$ cat src/rtl/tlb_pkg.sv
// Shared definitions for the TLB instruction sequencer: command encodings,
// sequencer states and the TLB geometry constants.
package tlb_pkg;

   localparam int TLB_ENTRIES = 16;
   localparam int IDX_W       = 4;
   localparam int VPN_W       = 19;
   localparam int ASID_W      = 10;

   typedef enum logic [1:0] {
      OP_SRCH = 2'b00,
      OP_RD   = 2'b01,
      OP_WR   = 2'b10,
      OP_FILL = 2'b11
   } cmd_op_e;

   typedef enum logic [2:0] {
      ST_IDLE     = 3'd0,
      ST_SCAN     = 3'd1,
      ST_RD_WAIT  = 3'd2,
      ST_RD_OUT   = 3'd3,
      ST_WRITE    = 3'd4,
      ST_SRCH_OUT = 3'd5
   } state_e;

endpackage

$ cat src/rtl/tlb_entry_match.sv
// Combinational hit test of one returned TLB entry against the current
// TLBEHI VPN and ASID: valid entry, equal VPN, and either global or same ASID.
module tlb_entry_match
   import tlb_pkg::*;
(
   input  logic              i_e,
   input  logic              i_g,
   input  logic [VPN_W-1:0]  i_vpn,
   input  logic [ASID_W-1:0] i_asid,
   input  logic [VPN_W-1:0]  i_csr_vpn,
   input  logic [ASID_W-1:0] i_csr_asid,
   output logic              o_hit
);

   logic w_vpn_eq;
   logic w_asid_ok;

   assign w_vpn_eq  = (i_vpn == i_csr_vpn);
   assign w_asid_ok = i_g | (i_asid == i_csr_asid);
   assign o_hit     = i_e & w_vpn_eq & w_asid_ok;

endmodule

$ cat src/rtl/tlb_cmd_seq.sv
// TLB instruction sequencer: runs TLBSRCH (linear scan of the array through
// its one-cycle-latency read port), TLBRD, TLBWR and TLBFILL. Flush aborts
// any operation and masks all strobes in the same cycle.
module tlb_cmd_seq
   import tlb_pkg::*;
#(
   parameter int TLB_ENTRIES = tlb_pkg::TLB_ENTRIES,
   parameter int IDX_W       = tlb_pkg::IDX_W
)(
   input  logic              clk,
   input  logic              rst,
   input  logic              cmd_valid,
   input  logic [1:0]        cmd_op,
   output logic              cmd_ready,
   input  logic              flush,
   input  logic [IDX_W-1:0]  csr_index,
   input  logic [VPN_W-1:0]  csr_vpn,
   input  logic [ASID_W-1:0] csr_asid,
   output logic              tlb_rd_en,
   output logic [IDX_W-1:0]  tlb_rd_idx,
   input  logic              tlb_rd_e,
   input  logic              tlb_rd_g,
   input  logic [VPN_W-1:0]  tlb_rd_vpn,
   input  logic [ASID_W-1:0] tlb_rd_asid,
   output logic              tlb_we,
   output logic [IDX_W-1:0]  tlb_wr_idx,
   output logic              tlbrd_en,
   output logic [VPN_W-1:0]  tlb_vpn_rd,
   output logic              rd_invalid,
   output logic              srch_done,
   output logic              srch_hit,
   output logic [IDX_W-1:0]  srch_idx,
   output logic              busy
);

   localparam logic [IDX_W-1:0] LAST_IDX = IDX_W'(TLB_ENTRIES - 1);
   localparam logic [IDX_W-1:0] ZERO_IDX = {IDX_W{1'b0}};
   localparam logic [VPN_W-1:0] ZERO_VPN = {VPN_W{1'b0}};

   state_e              r_state;
   state_e              w_next_raw;
   state_e              w_next;
   cmd_op_e             w_op;

   logic [IDX_W-1:0]    r_fill_cnt;
   logic [IDX_W-1:0]    r_scan_idx;   // next entry to read
   logic                r_scan_end;   // last entry already read
   logic                r_chk_vld;    // read data arriving this cycle
   logic [IDX_W-1:0]    r_chk_idx;    // entry whose data is arriving
   logic                r_hit;
   logic [IDX_W-1:0]    r_hit_idx;
   logic [IDX_W-1:0]    r_op_idx;     // index sampled at accept
   logic                r_rd_issued;
   logic                r_cap_e;
   logic [VPN_W-1:0]    r_cap_vpn;

   logic                w_cmd_ready;
   logic                w_accept;
   logic                w_match;
   logic                w_hit;
   logic                w_scan_last;

   logic                w_rd_en_raw;
   logic [IDX_W-1:0]    w_rd_idx_raw;
   logic                w_we_raw;
   logic [IDX_W-1:0]    w_wr_idx_raw;
   logic                w_tlbrd_raw;
   logic [VPN_W-1:0]    w_vpn_rd_raw;
   logic                w_inv_raw;
   logic                w_done_raw;
   logic                w_hit_raw;
   logic [IDX_W-1:0]    w_sidx_raw;
   logic                w_pass;

   assign w_op        = cmd_op_e'(cmd_op);
   assign w_cmd_ready = (r_state == ST_IDLE) & ~flush & ~rst;
   assign w_accept    = cmd_valid & w_cmd_ready;

   tlb_entry_match u_match (
      .i_e        (tlb_rd_e),
      .i_g        (tlb_rd_g),
      .i_vpn      (tlb_rd_vpn),
      .i_asid     (tlb_rd_asid),
      .i_csr_vpn  (csr_vpn),
      .i_csr_asid (csr_asid),
      .o_hit      (w_match)
   );

   assign w_hit       = (r_state == ST_SCAN) & r_chk_vld & w_match;
   assign w_scan_last = r_chk_vld & (r_chk_idx == LAST_IDX);

   // Next-state selection; flush overrides everything back to IDLE.
   always_comb begin
      w_next_raw = r_state;
      case (r_state)
         ST_IDLE: begin
            if (w_accept) begin
               case (w_op)
                  OP_SRCH: w_next_raw = ST_SCAN;
                  OP_RD:   w_next_raw = ST_RD_WAIT;
                  OP_WR:   w_next_raw = ST_WRITE;
                  OP_FILL: w_next_raw = ST_WRITE;
                  default: w_next_raw = ST_IDLE;
               endcase
            end else begin
               w_next_raw = ST_IDLE;
            end
         end
         ST_SCAN: begin
            if (w_hit || w_scan_last) begin
               w_next_raw = ST_SRCH_OUT;
            end else begin
               w_next_raw = ST_SCAN;
            end
         end
         ST_RD_WAIT: begin
            if (r_rd_issued) begin
               w_next_raw = ST_RD_OUT;
            end else begin
               w_next_raw = ST_RD_WAIT;
            end
         end
         ST_RD_OUT:   w_next_raw = ST_IDLE;
         ST_WRITE:    w_next_raw = ST_IDLE;
         ST_SRCH_OUT: w_next_raw = ST_IDLE;
         default:     w_next_raw = ST_IDLE;
      endcase
      if (flush) begin
         w_next = ST_IDLE;
      end else begin
         w_next = w_next_raw;
      end
   end

   // State-decoded strobes and data before flush masking.
   always_comb begin
      w_rd_en_raw  = 1'b0;
      w_rd_idx_raw = ZERO_IDX;
      w_we_raw     = 1'b0;
      w_wr_idx_raw = ZERO_IDX;
      w_tlbrd_raw  = 1'b0;
      w_vpn_rd_raw = ZERO_VPN;
      w_inv_raw    = 1'b0;
      w_done_raw   = 1'b0;
      w_hit_raw    = 1'b0;
      w_sidx_raw   = ZERO_IDX;
      case (r_state)
         ST_SCAN: begin
            w_rd_en_raw  = ~r_scan_end;
            w_rd_idx_raw = r_scan_end ? ZERO_IDX : r_scan_idx;
         end
         ST_RD_WAIT: begin
            w_rd_en_raw  = ~r_rd_issued;
            w_rd_idx_raw = r_rd_issued ? ZERO_IDX : r_op_idx;
         end
         ST_WRITE: begin
            w_we_raw     = 1'b1;
            w_wr_idx_raw = r_op_idx;
         end
         ST_RD_OUT: begin
            w_tlbrd_raw  = 1'b1;
            w_vpn_rd_raw = r_cap_e ? r_cap_vpn : ZERO_VPN;
            w_inv_raw    = ~r_cap_e;
         end
         ST_SRCH_OUT: begin
            w_done_raw   = 1'b1;
            w_hit_raw    = r_hit;
            w_sidx_raw   = r_hit ? r_hit_idx : ZERO_IDX;
         end
         default: begin
            w_rd_en_raw  = 1'b0;
         end
      endcase
   end

   assign w_pass     = ~flush;
   assign cmd_ready  = w_cmd_ready;
   assign busy       = (r_state != ST_IDLE);
   assign tlb_rd_en  = w_rd_en_raw & w_pass;
   assign tlb_rd_idx = w_pass ? w_rd_idx_raw : ZERO_IDX;
   assign tlb_we     = w_we_raw & w_pass;
   assign tlb_wr_idx = w_pass ? w_wr_idx_raw : ZERO_IDX;
   assign tlbrd_en   = w_tlbrd_raw & w_pass;
   assign tlb_vpn_rd = w_pass ? w_vpn_rd_raw : ZERO_VPN;
   assign rd_invalid = w_inv_raw & w_pass;
   assign srch_done  = w_done_raw & w_pass;
   assign srch_hit   = w_hit_raw & w_pass;
   assign srch_idx   = w_pass ? w_sidx_raw : ZERO_IDX;

   // Sequencer state register.
   always_ff @(posedge clk or posedge rst) begin
      if (rst) begin
         r_state <= ST_IDLE;
      end else begin
         r_state <= w_next;
      end
   end

   // Free-running fill victim counter, wraps at the last entry.
   always_ff @(posedge clk or posedge rst) begin
      if (rst) begin
         r_fill_cnt <= ZERO_IDX;
      end else begin
         r_fill_cnt <= r_fill_cnt + {{(IDX_W-1){1'b0}}, 1'b1};
      end
   end

   // Search scan: issue index saturates at the last entry, and the data
   // pipeline tracks which entry is being compared this cycle.
   always_ff @(posedge clk or posedge rst) begin
      if (rst) begin
         r_scan_idx <= ZERO_IDX;
         r_scan_end <= 1'b0;
         r_chk_vld  <= 1'b0;
         r_chk_idx  <= ZERO_IDX;
         r_hit      <= 1'b0;
         r_hit_idx  <= ZERO_IDX;
      end else if (w_accept) begin
         r_scan_idx <= ZERO_IDX;
         r_scan_end <= 1'b0;
         r_chk_vld  <= 1'b0;
         r_chk_idx  <= ZERO_IDX;
         r_hit      <= 1'b0;
         r_hit_idx  <= ZERO_IDX;
      end else if (r_state == ST_SCAN) begin
         r_chk_vld <= ~r_scan_end;
         r_chk_idx <= r_scan_idx;
         if (r_scan_idx == LAST_IDX) begin
            r_scan_end <= 1'b1;
         end else begin
            r_scan_idx <= r_scan_idx + {{(IDX_W-1){1'b0}}, 1'b1};
         end
         if (w_hit) begin
            r_hit     <= 1'b1;
            r_hit_idx <= r_chk_idx;
         end
      end
   end

   // Operand index capture at accept and read-data capture for TLBRD.
   always_ff @(posedge clk or posedge rst) begin
      if (rst) begin
         r_op_idx    <= ZERO_IDX;
         r_rd_issued <= 1'b0;
         r_cap_e     <= 1'b0;
         r_cap_vpn   <= ZERO_VPN;
      end else if (w_accept) begin
         r_op_idx    <= (w_op == OP_FILL) ? r_fill_cnt : csr_index;
         r_rd_issued <= 1'b0;
      end else if (r_state == ST_RD_WAIT) begin
         r_rd_issued <= 1'b1;
         if (r_rd_issued) begin
            r_cap_e   <= tlb_rd_e;
            r_cap_vpn <= tlb_rd_vpn;
         end
      end
   end

endmodule
$ cat config.mk
export PLATFORM = sky130hd
export DESIGN_NAME = tlb_cmd_seq
export DESIGN_NICKNAME = d
export VERILOG_FILES = /design/src/rtl/tlb_pkg.sv /design/src/rtl/tlb_entry_match.sv /design/src/rtl/tlb_cmd_seq.sv
export SDC_FILE = /design/constraint.sdc
export NUM_CORES = 1
export LEC_CHECK = 0
export ABC_AREA = 1
export CORE_ASPECT_RATIO = 1.75
export CORE_MARGIN = 2
export CORE_UTILIZATION = 48
export DETAILED_ROUTE_END_ITERATION = 16
export GPL_TIMING_DRIVEN = 0
export PLACE_DENSITY = 0.87
export SYNTH_ARGS = -nofsm -noshare
export SYNTH_HDL_FRONTEND = slang
export SYNTH_SLANG_ARGS = --single-unit
$ cat constraint.sdc
create_clock -name clk -period 3.5 [get_ports clk]
set_input_delay 0.7 -clock clk [delete_from_list [all_inputs] [get_ports clk]]
set_output_delay 0.7 -clock clk [all_outputs]
set_load 0.05 [all_outputs]
# Yosys cells after proc, flatten, opt, wreduce, memory -nomap -nowiden
# Index checks and enable logic that the tools add are counted.
dict set report op_classes {
  mux 43
  n_reduce_logical 13
  n_eq_ne 13
  add_sub_neg 2
  bitwise 21
}
# operator n
set op_table {}
lappend op_table {{$mux W4} 17}
lappend op_table {{$mux W19} 3}
lappend op_table {{$eq A19 B19 Y1} 1}
lappend op_table {{$pmux W3 S3} 2}
lappend op_table {{$mux W1} 16}
lappend op_table {{$and A1 B1 Y1} 14}
lappend op_table {{$eq A10 B10 Y1} 1}
lappend op_table {{$mux W3} 3}
lappend op_table {{$add A4 B1 Y4 const B} 2}
lappend op_table {{$eq A4 B4 Y1 const B} 2}
lappend op_table {{$pmux W4 S2} 1}
lappend op_table {{$reduce_bool A2 Y1} 4}
lappend op_table {{$eq A3 B2 Y1 const B} 2}
lappend op_table {{$eq A3 B3 Y1 const B} 2}
lappend op_table {{$not A1 Y1} 6}
lappend op_table {{$reduce_and A2 Y1} 3}
lappend op_table {{$eq A2 B2 Y1 const B} 2}
lappend op_table {{$eq A3 B1 Y1 const B} 1}
lappend op_table {{$logic_not A3 Y1} 1}
lappend op_table {{$reduce_and A3 Y1} 1}
lappend op_table {{$reduce_bool A3 Y1} 1}
lappend op_table {{$eq A2 B1 Y1 const B} 1}
lappend op_table {{$logic_not A2 Y1} 1}
lappend op_table {{$ne A2 B2 Y1 const B} 1}
lappend op_table {{other kinds (4)} 4}
dict set report totals {
  out_inout_bits 39
  inputBits 70
  register_bits 47
}

# Longest topological paths before layout
dict set report logic_depth {
  depth_word 8
  depth_mapped 11
}

# Cells and area by module
# From an unflattened synthesis, not the netlist that was laid out.
dict set report unflattened {
  hier_cells 438
  area_unflattened_um2 2907.8
}
# mod instances seq_area_each_um2 area_per_inst_um2 cells_each
set modules_own_cells {}
lappend modules_own_cells {tlb_cmd_seq 1 1176.1 2352.3 302}
lappend modules_own_cells {tlb_entry_match 1 0.0 555.5 136}

# Least setup slack after synthesis
# Ideal clock, no wire load.
dict set report synth_timing {
  path_kind {input -> output}
  from {input flush}
  to {output srch_idx[0]}
  arrival_time_ns 3.588
  slack_ns -0.788
  required_ns 2.800
  path_stages 4
  n_path_buf 1
  path_cell_list {buf_2 -> nor4_1 -> nand2_1 -> nor2_1}
}
dict set report synth_between {
  elab_chain_len 1
}
# element line
set synth_rtl {}
lappend synth_rtl {{start: declaration} tlb_cmd_seq.sv:15} ;# input logic flush,
lappend synth_rtl {{$mux W4} tlb_cmd_seq.sv:188} ;# assign srch_idx = w_pass ? w_sidx_raw : ZERO_IDX;
lappend synth_rtl {{end: declaration} tlb_cmd_seq.sv:32} ;# output logic [IDX_W-1:0] srch_idx,
# No other way between the ends.

# Final worst setup path
dict set report layout_timing {
  from {register r_state[1]}
  to {output tlb_vpn_rd[15]}
}
dict set report layout_between {
  elab_chain_len 3
}
# element line
set layout_rtl {}
lappend layout_rtl {{start: declaration} tlb_cmd_seq.sv:40} ;# state_e r_state;
lappend layout_rtl {{start signal: assignment} tlb_cmd_seq.sv:195} ;# r_state <= w_next;
lappend layout_rtl {{$eq A3 B2 Y1} tlb_cmd_seq.sv:147} ;# case (r_state)
lappend layout_rtl {{$mux W19} tlb_cmd_seq.sv:147}
lappend layout_rtl {{$mux W19} tlb_cmd_seq.sv:184} ;# assign tlb_vpn_rd = w_pass ? w_vpn_rd_raw : ZERO_VPN;
lappend layout_rtl {{end: declaration} tlb_cmd_seq.sv:28} ;# output logic [VPN_W-1:0] tlb_vpn_rd,
# No other way between the ends.

==> flow_summary_export.csv <==
group,metric,value,unit
critical_path,arrival,2.60,ns
routing,wl,7.15,mm
finish,drive_gt1_share,7.44,%
routing,wl_met1,2.46,mm
clock_network,holdBufCountCts,0,
global_route,grt-ovfl-total,0,
power_and_ir_drop,power_leakage,2.16,nW
critical_path,cp_slowest_cell,"clkdlybuf4s50_1",
yosys,synth_enable_flop_cells,0,
clock_network,path_clk_slew,0.09,ns
clock_network,tritoncts,"built",
yosys,synth.top_cell.area_share,42.0,%
critical_path,crit_fanout,10,
critical_path,cp_top_family,"buffers and inverters",
yosys,ys.flop_type,"dfrtp_1",
floorplanning,die_w,61.7,µm
critical_path,rrSetupSlack,1.94,ns
global_route,grtUsageTotal,23.3,%
yosys,yosys_warnings,0,
worst_hold_path,whs_endpoint,"r_fill_cnt[0]$_DFF_PP0_",
floorplanning,die_y,105,µm
yosys,yosys.area.top_type,"dfrtp_1",
critical_path,r2r_end,"r_hit_idx[3]$_DFFE_PP0P_",
sta,finalMaxSlewViolations,0,
routing,vias_per_cell,4.79,
sta,period_share,94.2,%
floorplanning,dieArea,6480,µm²
global_route,grt_pass1_wl,11.5,mm
routing,dr.pass1.iters,4,
yosys,avgSynthCellArea,7.09,µm²
place,gp_congestion,0.821,
clock_network,clock-sinks,47,
routing,drtAntennaViolNets,0,
routing,vias,2812,
yosys,synth_cells,395,
clock_network,clk-insertion-delay-late,0.30,ns
critical_path,r2r_start,"r_state[2]$_DFF_PP0_",
clock_network,htree_num_levels,2,
critical_path,r2r_cells,8,
clock_network,post_cts_buffers,0,
sta,fmax,0.303,GHz
routing,wire_per_inst,12.2,µm
power_and_ir_drop,irDropWorstVdd,0.336,mV
sta,fin_skew,0.00259,ns
place,dp.final_hpwl,5.86,mm
critical_path,required,2.80,ns
floorplanning,fp-row-count,36,
finish,areaGrowthSynthToFinish,47.7,%
yosys,synthMuxAreaShare,0.536,%
finish,fillCellCount,455,
routing,drc_errors,0,
power_and_ir_drop,power,1.51,mW
yosys,yosysUniqueCellTypes,31,
sta,finalSetupViolations,0,
run,cap_violations,0,
yosys,synthAdderAreaFrac,0.894,%
sta,rsz0062_at_grt,"false",
sta,max_slew_margin,64.4,%
yosys,synth.most_common_cell,"nand2_1",
yosys,synthTopCellsByArea,"dfrtp_1, nand2_1, inv_1, nor2_1, o21ai_0",
worst_hold_path,whs_path_depth,1,
critical_path,worst-path-buf-inv,4,
yosys,syn-cell-area,2800,µm²
worst_hold_path,hp-start,"r_fill_cnt[0]$_DFF_PP0_",
floorplanning,start_util,50.1,%
clock_network,clock_path_buffers,2,
sta,period_needed,3.30,ns
critical_path,critPathKind,"reg2out",
clock_network,cts_buffers,5,
floorplanning,core,5590,µm²
routing,wl_met3,431,µm
critical_path,worstPathCellList,"inv_2, nor2_2, nand3_1, inv_1, nand2_2, buf_2, nor2_1, clkdlybuf4s50_1",
critical_path,worst_setup_path_start_kind,"flop",
yosys,synth-simple-area-share,29.5,%
yosys,synth-xor-area-share,4.07,%
yosys,netlist_top_cells_count,"nand2_1, inv_1, nor2_1, dfrtp_1, o21ai_0",
yosys,seq_area_frac_synth,42.0,%
critical_path,slowest_delay,0.82,ns
yosys,synth_compound_area_share,9.87,%
clock_network,cts_root_buffer,"clkbuf_8",
sta,hold_violations,0,
finish,seqCellArea,1180,µm²
routing,drtIter0Drc,82,
finish,multi_input_area,1270,µm²
worst_hold_path,hold_path.class,"reg2reg",
place,port_buffers,107,
global_route,grt_max_degree,34,
sta,worstMarginPinSlew,0.532,ns
sta,setup_tns,0,ns
yosys,synth-async-reset-ratio,100,%
finish,final_nets,582,
critical_path,crit_path_end_kind,"output port",
run_status,status,"finished clean",
routing,wl_met2,4.11,mm
yosys,synth-seq-cells,47,
power_and_ir_drop,p_per_area,366,nW/µm²
global_route,antenna_found_initial,0,
finish,antenna_cells,0,
routing,maxUsedRoutingLayer,"met4",
global_route,grt_pass1_vias,2708,
yosys,synth.net_count,467,
yosys,synth_top_family_by_area,"simple AND/OR/NAND/NOR gates",
floorplanning,io_pins,109,
registers in the layout (all words and copies together) (netlist names):
register	cells
r_fill_cnt	4
r_scan_idx	4
r_cap_e	1
r_hit	1
r_scan_end	1
r_cap_vpn	19
r_hit_idx	4
r_op_idx	4
r_state	3
r_chk_idx	4
r_rd_issued	1
r_chk_vld	1
worst max path at each step:
stage / startpoint / endpoint / slack (ns) / depth (start not counted)
floorplan: flush / srch_idx[0] / 0.30 / 4
global placement: rst / cmd_ready / -0.94 / 5
detailed placement: rst / cmd_ready / 0.02 / 6
CTS: rst / cmd_ready / 0.02 / 6
global route: r_state[1]$_DFF_PP0_ / tlb_vpn_rd[15] / 0.03 / 8
finish: r_state[1]$_DFF_PP0_ / tlb_vpn_rd[15] / 0.20 / 8
per-layer routing:
| metal | track usage [%] | vias to the layer above |
|---|---|---|
| met5 | 0 | - |
| met4 | 7.75 | 0 |
| met3 | 4.08 | 10 |
| met2 | 44.1 | 95 |
| met1 | 23.8 | 1275 |
| li1 | - | 1432 |
what timing repair did:
item,CTS,global route
setup endpoints to repair,0,1
resized for setup,0,1
endpoints found under the hold margin,0,0
through the flow:
stage / cells / util, % / worst slack (ns) / area [µm²] / hold slack, ns
6_report: 587 / 74.1 / 0.204 / 4140 / 0.466
5_1_grt: 587 / 74.1 / 0.0328 / 4140 / 0.513
4_1_cts: 587 / 74.0 / 0.0193 / 4130 / 0.470
3_5_place_dp: 579 / 71.6 / 0.0187 / 4000 / 0.456
3_3_place_gp: 578 / 71.3 / -0.944 / 3980 / 0.456
2_1_floorplan: 395 / - / 0.300 / 2820 / 0.434
report_power, final:
group	leakage (nW)	total, mW	internal, mW	switching [mW]
clock network	0.0654	0.475	0.286	0.189
logic	1.53	0.324	0.163	0.160
registers	0.566	0.715	0.646	0.0698
total	2.16	1.51	1.09	0.419
cell type report:
| cell class | count | share of cell area (%) |
|---|---|---|
| inverter | 82 | 7.44 |
| buffer | 9 | 1.42 |
| multi-input combinational | 257 | 30.8 |
| tap | 76 | 2.30 |
| timing repair buffer | 108 | 26.4 |
| clock buffer | 6 | 1.75 |
| clock inverter | 2 | 1.45 |
| sequential | 47 | 28.4 |
cell families (layout without fill, tap and decap cells):
logic type | after synthesis | in the layout
AO/OA/AOI/OAI | 49 | 49
XOR/XNOR | 13 | 13
adder cells (fa/ha/maj) | 2 | 2
buffers and inverters | 91 | 207
flip-flops | 47 | 47
multiplexers | 1 | 1
AND/OR/NAND/NOR | 192 | 192
layout by cell type (no fill, tap or decap), drive strengths merged, types with 2 or more instances in the layout:
cell           netlist  routed
o21a                 2       2
nand4                3       3
bufinv               0       2
nand3               22      22
a22oi                4       4
ha                   2       2
nor2                61      61
clkdlybuf4s50        0     106
nand2              100     100
or2                  3       3
xnor2                8       8
buf                  5       6
dfrtp               47      47
a21oi                5       5
xor2                 5       5
o21ai               34      34
clkbuf               4      10
a31oi                4       4
inv                 82      82
(Power assumes the default switching activity.)
